--- config.mk ---
export PLATFORM = sky130hd
export DESIGN_NAME = decode_stage_flat
export DESIGN_NICKNAME = d
export VERILOG_FILES = /design/src/rtl/decode_stage_if.sv /design/src/rtl/decode_stage.sv /design/src/flat_wrapper.sv
export SDC_FILE = /design/constraint.sdc
export NUM_CORES = 1
export LEC_CHECK = 0
export ABC_AREA = 0
export BUFFER_PORTS_ARGS = -buffer_cell sky130_fd_sc_hd__buf_2
export CORE_MARGIN = 2
export CORE_UTILIZATION = 48
export CTS_CLUSTER_SIZE = 14
export DETAILED_ROUTE_END_ITERATION = 10
export PLACE_DENSITY = 0.8
export SLEW_MARGIN = 15
export SYNTH_ARGS = -nofsm -noshare
export SYNTH_HDL_FRONTEND = slang
export SYNTH_SLANG_ARGS = --single-unit
--- constraint.sdc ---
create_clock -name clk -period 1.62 [get_ports clk]
set_input_delay 0.081 -clock clk [delete_from_list [all_inputs] [get_ports clk]]
set_output_delay 0.081 -clock clk [all_outputs]
set_load 0.03 [all_outputs]
--- src/rtl/decode_stage_if.sv ---
// decode_stage_if: fetch-side and downstream-side handshake/bus signals of decode_stage
// slave  : used by decode_stage (receives in_* / fetch_complete / flush / out_ready, drives the rest)
// master : used by the environment driving the stage (fetch + downstream consumer)
interface decode_stage_if;
  logic        in_valid, in_ready, fetch_complete, flush;
  logic [31:0] in_instr, in_pc;
  logic        out_valid, out_ready;
  logic [31:0] out_pc, out_instr, imm;
  logic [4:0]  rd, rs1, rs2;
  logic [2:0]  funct3, fmt;
  logic        funct7_5;
  logic [3:0]  op_class;
  logic        uses_rs1, uses_rs2, writes_rd, illegal, decode_done;
  modport slave (
    input  in_valid, in_instr, in_pc, fetch_complete, flush, out_ready,
    output in_ready, out_valid, out_pc, out_instr, rd, rs1, rs2, funct3, funct7_5,
           imm, fmt, op_class, uses_rs1, uses_rs2, writes_rd, illegal, decode_done
  );
  modport master (
    output in_valid, in_instr, in_pc, fetch_complete, flush, out_ready,
    input  in_ready, out_valid, out_pc, out_instr, rd, rs1, rs2, funct3, funct7_5,
           imm, fmt, op_class, uses_rs1, uses_rs2, writes_rd, illegal, decode_done
  );
endinterface

--- src/rtl/decode_stage.sv ---
// decode_stage: registered RV32 decode stage with valid/ready backpressure and end-of-program drain tracking
// Ports: clk (rising edge), reset (synchronous, active-low),
//        bus (decode_stage_if.slave): fetch handshake in_valid/in_ready/in_instr/in_pc, fetch_complete, flush,
//        downstream handshake out_valid/out_ready, decoded fields, decode_done.
// Build option: DECODE_RV32M_EN makes the M-extension encoding (opcode 0110011, funct7 0000001) decode as MULDIV.
module decode_stage (
  input  logic          clk,
  input  logic          reset,
  decode_stage_if.slave bus
);
  typedef enum logic [1:0] {RUN, DRAIN, DONE} state_t;
  localparam logic [2:0] F_R = 3'd0, F_I = 3'd1, F_S = 3'd2, F_B = 3'd3, F_U = 3'd4, F_J = 3'd5;
  localparam logic [3:0] OP_ALU = 4'd0, OP_ALUI = 4'd1, OP_LOAD = 4'd2, OP_STORE = 4'd3, OP_BRANCH = 4'd4,
                         OP_JAL = 4'd5, OP_JALR = 4'd6, OP_LUI = 4'd7, OP_AUIPC = 4'd8, OP_SYSTEM = 4'd10,
                         OP_ILL = 4'd15;
`ifdef DECODE_RV32M_EN
  localparam logic [3:0] OP_M = 4'd9;
`else
  localparam logic [3:0] OP_M = OP_ILL;
`endif
  state_t      r_state, w_state_nxt;
  logic        w_in_ready, w_accept;
  logic [31:0] w_instr, w_imm;
  logic [3:0]  w_op;
  logic [2:0]  w_fmt;
  logic        w_ill, w_u1, w_u2, w_wr;
  logic        r_valid, r_u1, r_u2, r_wr, r_ill;
  logic [31:0] r_pc, r_instr, r_imm;
  logic [3:0]  r_op;
  logic [2:0]  r_fmt;
  assign w_instr = bus.in_instr;
  // Illegal encodings keep fmt=R so the immediate falls out as 0 without extra gating.
  always_comb begin
    w_op  = OP_ILL;
    w_fmt = F_R;
    case (w_instr[6:0])
      7'b0110011: w_op = (w_instr[31:25] == 7'b0000001) ? OP_M : OP_ALU;
      7'b0010011: begin w_op = OP_ALUI;   w_fmt = F_I; end
      7'b0000011: begin w_op = OP_LOAD;   w_fmt = F_I; end
      7'b0100011: begin w_op = OP_STORE;  w_fmt = F_S; end
      7'b1100011: begin w_op = OP_BRANCH; w_fmt = F_B; end
      7'b1101111: begin w_op = OP_JAL;    w_fmt = F_J; end
      7'b1100111: begin w_op = OP_JALR;   w_fmt = F_I; end
      7'b0110111: begin w_op = OP_LUI;    w_fmt = F_U; end
      7'b0010111: begin w_op = OP_AUIPC;  w_fmt = F_U; end
      7'b1110011: begin w_op = OP_SYSTEM; w_fmt = F_I; end
      default:    w_op = OP_ILL;
    endcase
    w_ill = (w_op == OP_ILL);
    w_imm = (w_fmt == F_I) ? {{20{w_instr[31]}}, w_instr[31:20]} :
            (w_fmt == F_S) ? {{20{w_instr[31]}}, w_instr[31:25], w_instr[11:7]} :
            (w_fmt == F_B) ? {{19{w_instr[31]}}, w_instr[31], w_instr[7], w_instr[30:25], w_instr[11:8], 1'b0} :
            (w_fmt == F_U) ? {w_instr[31:12], 12'b0} :
            (w_fmt == F_J) ? {{11{w_instr[31]}}, w_instr[31], w_instr[19:12], w_instr[20], w_instr[30:21], 1'b0} :
            32'd0;
    w_u1 = !w_ill && (w_fmt <= F_B);
    w_u2 = !w_ill && (w_fmt == F_R || w_fmt == F_S || w_fmt == F_B);
    w_wr = !w_ill && (w_fmt != F_S) && (w_fmt != F_B) && (w_instr[11:7] != 5'd0);
  end
  // Flush and reset both block acceptance in the cycle they are asserted.
  always_comb begin
    w_in_ready  = reset && (r_state == RUN) && (!r_valid || bus.out_ready) && !bus.flush;
    w_accept    = bus.in_valid && w_in_ready;
    w_state_nxt = (r_state == RUN && bus.fetch_complete && !w_accept) ? DRAIN :
                  (r_state == DRAIN && (!r_valid || bus.out_ready)) ? DONE : r_state;
  end
  always_ff @(posedge clk) begin
    if (!reset) begin
      r_state <= RUN;
      r_valid <= 1'b0;
      r_pc    <= '0;
      r_instr <= '0;
      r_imm   <= '0;
      r_op    <= '0;
      r_fmt   <= '0;
      r_u1    <= 1'b0;
      r_u2    <= 1'b0;
      r_wr    <= 1'b0;
      r_ill   <= 1'b0;
    end else begin
      r_state <= w_state_nxt;
      if (w_accept) begin
        r_valid <= 1'b1;
        r_pc    <= bus.in_pc;
        r_instr <= w_instr;
        r_imm   <= w_imm;
        r_op    <= w_op;
        r_fmt   <= w_fmt;
        r_u1    <= w_u1;
        r_u2    <= w_u2;
        r_wr    <= w_wr;
        r_ill   <= w_ill;
      end else if (bus.out_ready || bus.flush) begin
        r_valid <= 1'b0;
      end
    end
  end
  assign bus.in_ready    = w_in_ready;
  assign bus.out_valid   = r_valid;
  assign bus.out_pc      = r_pc;
  assign bus.out_instr   = r_instr;
  assign bus.rd          = r_instr[11:7];
  assign bus.rs1         = r_instr[19:15];
  assign bus.rs2         = r_instr[24:20];
  assign bus.funct3      = r_instr[14:12];
  assign bus.funct7_5    = r_instr[30];
  assign bus.imm         = r_imm;
  assign bus.fmt         = r_fmt;
  assign bus.op_class    = r_op;
  assign bus.uses_rs1    = r_u1;
  assign bus.uses_rs2    = r_u2;
  assign bus.writes_rd   = r_wr;
  assign bus.illegal     = r_ill;
  assign bus.decode_done = (r_state == DONE);
endmodule

--- src/flat_wrapper.sv ---
// flat-port wrapper written by rule: the top's interface ports become plain ports
module decode_stage_flat 
  (clk, reset, bus_in_valid, bus_in_instr, bus_in_pc, bus_fetch_complete, bus_flush, bus_out_ready, bus_in_ready, bus_out_valid, bus_out_pc, bus_out_instr, bus_rd, bus_rs1, bus_rs2, bus_funct3, bus_funct7_5, bus_imm, bus_fmt, bus_op_class, bus_uses_rs1, bus_uses_rs2, bus_writes_rd, bus_illegal, bus_decode_done);
  decode_stage_if bus_i ();
  input  logic clk;
  input  logic reset;
  input wire logic [$bits(bus_i.in_valid)-1:0] bus_in_valid;
  input wire logic [$bits(bus_i.in_instr)-1:0] bus_in_instr;
  input wire logic [$bits(bus_i.in_pc)-1:0] bus_in_pc;
  input wire logic [$bits(bus_i.fetch_complete)-1:0] bus_fetch_complete;
  input wire logic [$bits(bus_i.flush)-1:0] bus_flush;
  input wire logic [$bits(bus_i.out_ready)-1:0] bus_out_ready;
  output wire logic [$bits(bus_i.in_ready)-1:0] bus_in_ready;
  output wire logic [$bits(bus_i.out_valid)-1:0] bus_out_valid;
  output wire logic [$bits(bus_i.out_pc)-1:0] bus_out_pc;
  output wire logic [$bits(bus_i.out_instr)-1:0] bus_out_instr;
  output wire logic [$bits(bus_i.rd)-1:0] bus_rd;
  output wire logic [$bits(bus_i.rs1)-1:0] bus_rs1;
  output wire logic [$bits(bus_i.rs2)-1:0] bus_rs2;
  output wire logic [$bits(bus_i.funct3)-1:0] bus_funct3;
  output wire logic [$bits(bus_i.funct7_5)-1:0] bus_funct7_5;
  output wire logic [$bits(bus_i.imm)-1:0] bus_imm;
  output wire logic [$bits(bus_i.fmt)-1:0] bus_fmt;
  output wire logic [$bits(bus_i.op_class)-1:0] bus_op_class;
  output wire logic [$bits(bus_i.uses_rs1)-1:0] bus_uses_rs1;
  output wire logic [$bits(bus_i.uses_rs2)-1:0] bus_uses_rs2;
  output wire logic [$bits(bus_i.writes_rd)-1:0] bus_writes_rd;
  output wire logic [$bits(bus_i.illegal)-1:0] bus_illegal;
  output wire logic [$bits(bus_i.decode_done)-1:0] bus_decode_done;
  assign bus_i.in_valid = bus_in_valid;
  assign bus_i.in_instr = bus_in_instr;
  assign bus_i.in_pc = bus_in_pc;
  assign bus_i.fetch_complete = bus_fetch_complete;
  assign bus_i.flush = bus_flush;
  assign bus_i.out_ready = bus_out_ready;
  assign bus_in_ready = bus_i.in_ready;
  assign bus_out_valid = bus_i.out_valid;
  assign bus_out_pc = bus_i.out_pc;
  assign bus_out_instr = bus_i.out_instr;
  assign bus_rd = bus_i.rd;
  assign bus_rs1 = bus_i.rs1;
  assign bus_rs2 = bus_i.rs2;
  assign bus_funct3 = bus_i.funct3;
  assign bus_funct7_5 = bus_i.funct7_5;
  assign bus_imm = bus_i.imm;
  assign bus_fmt = bus_i.fmt;
  assign bus_op_class = bus_i.op_class;
  assign bus_uses_rs1 = bus_i.uses_rs1;
  assign bus_uses_rs2 = bus_i.uses_rs2;
  assign bus_writes_rd = bus_i.writes_rd;
  assign bus_illegal = bus_i.illegal;
  assign bus_decode_done = bus_i.decode_done;
  decode_stage u_core (.clk(clk), .reset(reset), .bus(bus_i));
endmodule
==> impl_results.md, run 1 <==
- Startpoint Class: flip-flop
- Clock sink count: 110
- Post-synth EDFFs: 0
- Rel. slew slack: 67.92%
- Area leader, netlist: dfxtp_1
- Static Leak: 0.003024 uW
- Max Transition Viols Final: 0
- Crit share post-route: 97.21%
- P&R area growth vs syn: 42.13%
- CP Cell Sequence: nor3b_4, and4b_4, buf_12, buf_12, buf_8, nand2_1, a21oi_1
- Unrepaired setup endpoints after global routing: true
- Synth Flop Type: dfxtp_1
- Starting density of the core: roughly 50%
- Starting DRT DRC Count: 336
- Pwr Total: 5522 uW
- Synth Cell Area: 0.004746 mm2
- DR WL/cell: 16.21 um
- Setup CP Type: reg -> reg
- Final setup viols: 0
- Total Wirelength: 15.52 mm
- FF/Latch Area: 0.002203 mm2
- Cells after Synth: 580
- GR Util met1: 30.58%
- Die width: 103.4 um
- Row count: 36
- Worst path most repeated cell: buf_12
- Top fanout value on the critical path: 17
- Drt via density: 5.324
- Number of distinct library cells after synthesis: 53
- Hold_ws: 0.02764 ns
- Post-synthesis register bit count: 110
- Worst Hold Class: in -> reg
- H-tree level count: 3
- Multi-input gate area: 0.002272 mm2
- CTS root buf: clkbuf_8
- Clock Skew: about 0.011 ns
- Worst-margin pin slew: 0.4812 ns
- Nets@finish: 889
- Met2 GRT Util: 46.60%
- Status: finished, final reports clean
- GRT busiest layer: met2
- Largest stage delay on the critical path: between 0.3 and 0.4 ns
- Clock Latency Late Sink: 0.38 ns
- Pin count of the biggest net entering global routing: 69
- Largest family of logic cells by synthesized area: compound AO/OA/AOI/OAI gates
- Initial antenna violation count: 0
- CTS tree: built
- Port bufs: 198
- GP Congestion: 0.9109
- # IOs: 199
- Synth top area cells: dfxtp_1, nand2_1, a21oi_1, a21boi_1, buf_4
- MaxCap Viol Count: 0
- Async set-reset flop share out of synthesis: 0%
- WP buf/inv: 3
- Commonest non-fill, non-tap cell in the layout: buf_2
- DIE AREA: 0.01070 mm2
- DRC: 0
- Sequential share of the synthesized area: 46.40%
- 1st-pass router iterations: 5
- Minimum clock period: 1.575 ns
- Synth Area in Simple Gates: 22.17%
- GRT Util Overall: 26.60%
- FMAX: 0.6350 GHz
- Arrival time worst endpoint: between 1.5 and 2 ns
- Worst VDD drop: 0.4643 mV
- Filler cells: 780
- Most frequent cells in the layout: buf_2, nand2_1, dfxtp_1
- Post-route ant nets: 0
- CP endpoint kind: flip-flop
- Die height: a little over 100 um
- Synthesized net count: 650
- GR Util met3: around 5.2%
- Vias: roughly 5k
- First-pass GRT wire length: approximately 22 mm
- Synth Area in XOR/XNOR: less than 1%
- Final Hold Fails: 0
- Clock transition at path regs: 0.11 ns
- Top delay family on crit path: simple AND/OR/NAND/NOR gates
- Critical-path top delay cell: dfxtp_2
- N_diodes: 0
- Synth top area share: 46.40%
- Overflow left after global routing: 0
- Core area: 0.009684 mm2
- DPL Wire Length: 9.983 mm
- Synth Area in Compound Gates: 23.65%
- Vias in the first global route: ~4.6k
- Maximum clock insertion buffer count: 2
- Pwr dens: ~800 mW/mm2
- Post-Synth Adder-Cell Area: 0%
- Synth warnings: 0
- Avg Cell Area, Syn: a little over 8 um2
- CP required: 1.93 ns
- Layout cell share with drive strength beyond 1: 32.40%
- CTS buffer count: 9
- Proportion of synthesized area in mux cells: 0%
==> sequential cells by signal (all words and copies together), names as in the netlist, 2 cells and up <==
register and count:
u_core.r_state 2, u_core.bus.out_pc 32, u_core.bus.fmt 3, u_core.bus.out_instr 32, u_core.bus.op_class 4, u_core.bus.imm 32
==> cell type report <==
| class | count | share of cell area, % |
|---|---|---|
| clock inverters | 5 | 0.6307 |
| inverters | 3 | 0.1669 |
| well taps | 133 | 2.467 |
| repair buffers | 288 | 28.29 |
| flip-flops and latches | 110 | 32.67 |
| multi-input cells | 407 | 33.69 |
| clock buffers | 11 | 2.096 |
==> where the power goes <==
part / internal (uW) / total [uW] / switching (uW)
clock: 616 / 1570 / 956
combinational: 424 / 1080 / 654
sequential: 2810 / 2870 / 62.3
total: 3850 / 5520 / 1670
==> stage by stage <==
stage	std cells	instance area, um2	setup slack (ns)	TNS (ns)	utilization, %
final	957	6745	0.04518	0	69.65
after global routing	957	6745	-0.03041	-0.3033	69.65
after CTS	950	6548	0.02909	0	67.61
after detailed placement	877	5786	-0.006838	-0.008234	59.74
after global placement	877	5786	0.09287	0	59.74
after floorplan	580	4746	0.02452	0	-
==> routing by layer <==
| metal | routed length [um] | part of all wire (%) |
|---|---|---|
| met5 | 0 | 0 |
| met4 | 408 | 2.6 |
| met3 | 962 | 6.2 |
| met2 | 7745 | 50 |
| met1 | 6400 | 41 |
==> worst paths after layout <==
check / startpoint / to / slack (ns) / cells past startpoint
max reg2reg: u_core.r_state[0] / u_core.bus.out_pc[21] / 0.05 / 7
max: u_core.r_state[0] / u_core.bus.out_pc[21] / 0.05 / 7
min reg2reg: u_core.bus.fmt[0] / u_core.bus.fmt[0] / 0.46 / 2
min: bus_in_instr[23] / u_core.bus.out_instr[23] / 0.03 / 3
==> synth_stat cells, drive strengths merged, types with 4 or more instances <==
master  number
nand2      149
clkbuf      20
a21o        10
dfxtp      110
buf         41
a22oi        6
a21boi      44
nand2b       6
nand3        8
nor3         5
a221oi       4
nor2        28
a21oi       63
o21ai       28
nor2b       13
==> kinds of logic (layout without fill, tap and decap cells) <==
group	Yosys count	count (layout)
compound gates	174	175
xor+xnor	1	1
buf+inv	64	307
flops	110	110
simple gates	231	231
==> worst min-delay path, stage by stage <==
cell and delay [ns]:
buf_2 0.15, nand2_1 0.07, a21boi_1 0.05
==> repair_timing <==
item                                    4_1_cts  5_1_grt
hold endpoints to repair                     67        0
pin swaps                                     0        6
setup buffers                                 0        4
gates cloned                                  0        3
endpoints found under the setup margin        8       77
gates resized for setup                       1       25
hold buffers                                 57        0
No activity file was read; power rests on OpenSTA's default activity.
==> inputs of run 2 (changes only) <==
- CELL_PAD_IN_SITES_DETAIL_PLACEMENT: not set -> 0
- CELL_PAD_IN_SITES_GLOBAL_PLACEMENT: not set -> 1
- CORE_UTILIZATION: 48 -> 34
- PLACE_DENSITY: 0.8 -> not set
- PLACE_DENSITY_LB_ADDON: not set -> 0.1
- clock period: 1.62 -> 1.6 ns (I/O delays scaled with it)
==> impl_results.md, run 2 (same netlist as run 1, synthesis figures left out) <==
- Reg2reg setup slack: approximately 0.0071 ns
- Layout cell share with drive strength beyond 1: 32.11%
- Arrival time worst endpoint: 1.89 ns
- Clock Latency Late Sink: around 0.35 ns
- Pin count of the biggest net entering global routing: just under 90
- CTS root buf: clkbuf_16
- Starting density of the core: 34.46%
- Max Transition Viols Final: 0
- Final setup viols: 0
- Vias in the first global route: 4,552
- Clock transition at path regs: 0.07 ns
- Post-route ant nets: 0
- WP buf/inv: 1
- CTS buffer count: 9
- Startpoint Class: flip-flop
- Unrepaired setup endpoints after global routing: true
- Commonest non-fill, non-tap cell in the layout: buf_2
- Maximum clock insertion buffer count: 2
- CP required: 1.90 ns
- Vias: 4,870
- GRT Util Overall: 20.18%
- Nets@finish: 881
- P&R area growth vs syn: 43.24%
- Crit share post-route: 99.56%
- R2r endpoint: u_core.bus.uses_rs1
- Status: finished, final reports clean
- Clock Skew: 0.005385 ns
- Worst VDD drop: 0.4320 mV
- Initial antenna violation count: 0
- Top fanout value on the critical path: 8
- Core area: 0.01377 mm2
- Critical-path top delay cell: and4b_4
- DRC: 0
- Total Wirelength: 15.22 mm
- Overflow left after global routing: 0
- Setup CP Type: reg -> reg
- Largest stage delay on the critical path: 0.38 ns
- # IOs: 199
- R2r worst-path depth: 6
- MaxCap Viol Count: 0
- Static Leak: 0.003050 uW
- Hold depth: 3
- DPL Wire Length: 10.75 mm
- Port bufs: 198
- Placed Instance Area: 0.005922 mm2
- H-tree level count: 3
- Pwr Total: 6179 uW
- 1st-pass router iterations: 4
- Rel. slew slack: 52.29%
- FMAX: 0.6278 GHz
- R2r startpoint: u_core.r_state[0]
- CP Cell Sequence: nor3b_4, and4b_4, o2111ai_4, buf_4, o21ai_0, and2_1
- CTS tree: built
- Hold_sp: bus_in_instr[30]
- Row count: 43
- Worst Hold Class: in -> reg
- Clock sink count: 110
- DIE AREA: 0.01492 mm2
- Most frequent cells in the layout: buf_2, nand2_1, dfxtp_1
- Final instance area: 0.006798 mm2
- DR WL/cell: 15.28 um
- Worst-margin pin slew: between 0.7 and 0.8 ns
- N_diodes: 0
- Starting DRT DRC Count: 284
- Top delay family on crit path: simple AND/OR/NAND/NOR gates
- Min-Delay Endpoint: u_core.bus.out_instr[30]
- Die width: roughly 120 um
- Minimum clock period: around 1.6 ns
- Setup TNS: 0 ns
- Final Hold Fails: 0
- Die height: 122.1 um
- GP Congestion: 0.9604
- First-pass GRT wire length: roughly 23 mm
- CP endpoint kind: flip-flop
- Pwr dens: 908.9 mW/mm2
- Drt via density: roughly 4.9
## run 2: worst reg2reg max path, cell delays in order, from the launching register on
cell and delay, ns:
dfxtp_2 0.34, nor3b_4 0.20, and4b_4 0.38, o2111ai_4 0.18, buf_4 0.18, o21ai_0 0.13
and2_1 0.13
## run 2: routing by layer
| metal | up-vias | track usage [%] | part of all wire (%) |
|---|---|---|---|
| met5 | - | 0 | 0 |
| met1 | 2275 | 26.67 | 46 |
| met4 | 0 | 8.621 | 2.6 |
| met3 | 26 | 2.949 | 5.4 |
| met2 | 160 | 32.82 | 46 |
| li1 | 2409 | - | - |
## run 2: stage by stage
stage	utilization (%)	std cells	hold slack [ns]	setup WS [ns]
after floorplan	-	580	0.2142	0.004520
after global placement	43.00	926	0.3207	0.05778
after detailed placement	43.00	926	0.3268	-0.01904
after CTS	48.86	992	0.001665	0.01471
after global routing	49.36	996	0.01755	-0.08579
final	49.36	996	0.01758	0.007067
## run 2: power breakdown
group / internal, uW / total, uW / leakage, uW / switching (uW)
clock: 1160 / 2210 / 0.000144 / 1050
combinational: 420 / 1070 / 0.00201 / 646
sequential: 2840 / 2900 / 0.000894 / 59.3
## run 2: timing repair
action | in CTS | in global routing
resized for setup | 2 | 10
buffers inserted | 0 | 3
gates cloned | 0 | 1
pin swaps | 1 | 6
endpoints found under the setup margin | 4 | 29
endpoints found under the hold margin | 58 | 0
hold buffers | 50 | 0
## run 2: layout make-up
class                   instances  area, um2
clock buffers                  11      252.7
flip-flops and latches        110       2203
well taps                     180      225.2
clock inverters                 5      41.29
fillers                      1401       6975
multi-input cells             406       2220
repair buffers                281       1844
inverters                       3      11.26
## run 2: worst max-delay path by stage
| stage | slack (ns) | from | cells after the start | end |
|---|---|---|---|---|
| floorplan | 0.005 | u_core.bus.out_valid | 6 | u_core.bus.fmt[2] |
| global placement | 0.06 | bus_in_instr[3] | 6 | u_core.bus.writes_rd |
| detailed placement | -0.02 | u_core.r_state[0] | 5 | u_core.bus.writes_rd |
| CTS | 0.01 | bus_in_instr[27] | 7 | u_core.bus.uses_rs1 |
| global route | -0.09 | bus_in_instr[27] | 8 | u_core.bus.uses_rs1 |
| finish | 0.007 | u_core.r_state[0] | 6 | u_core.bus.uses_rs1 |
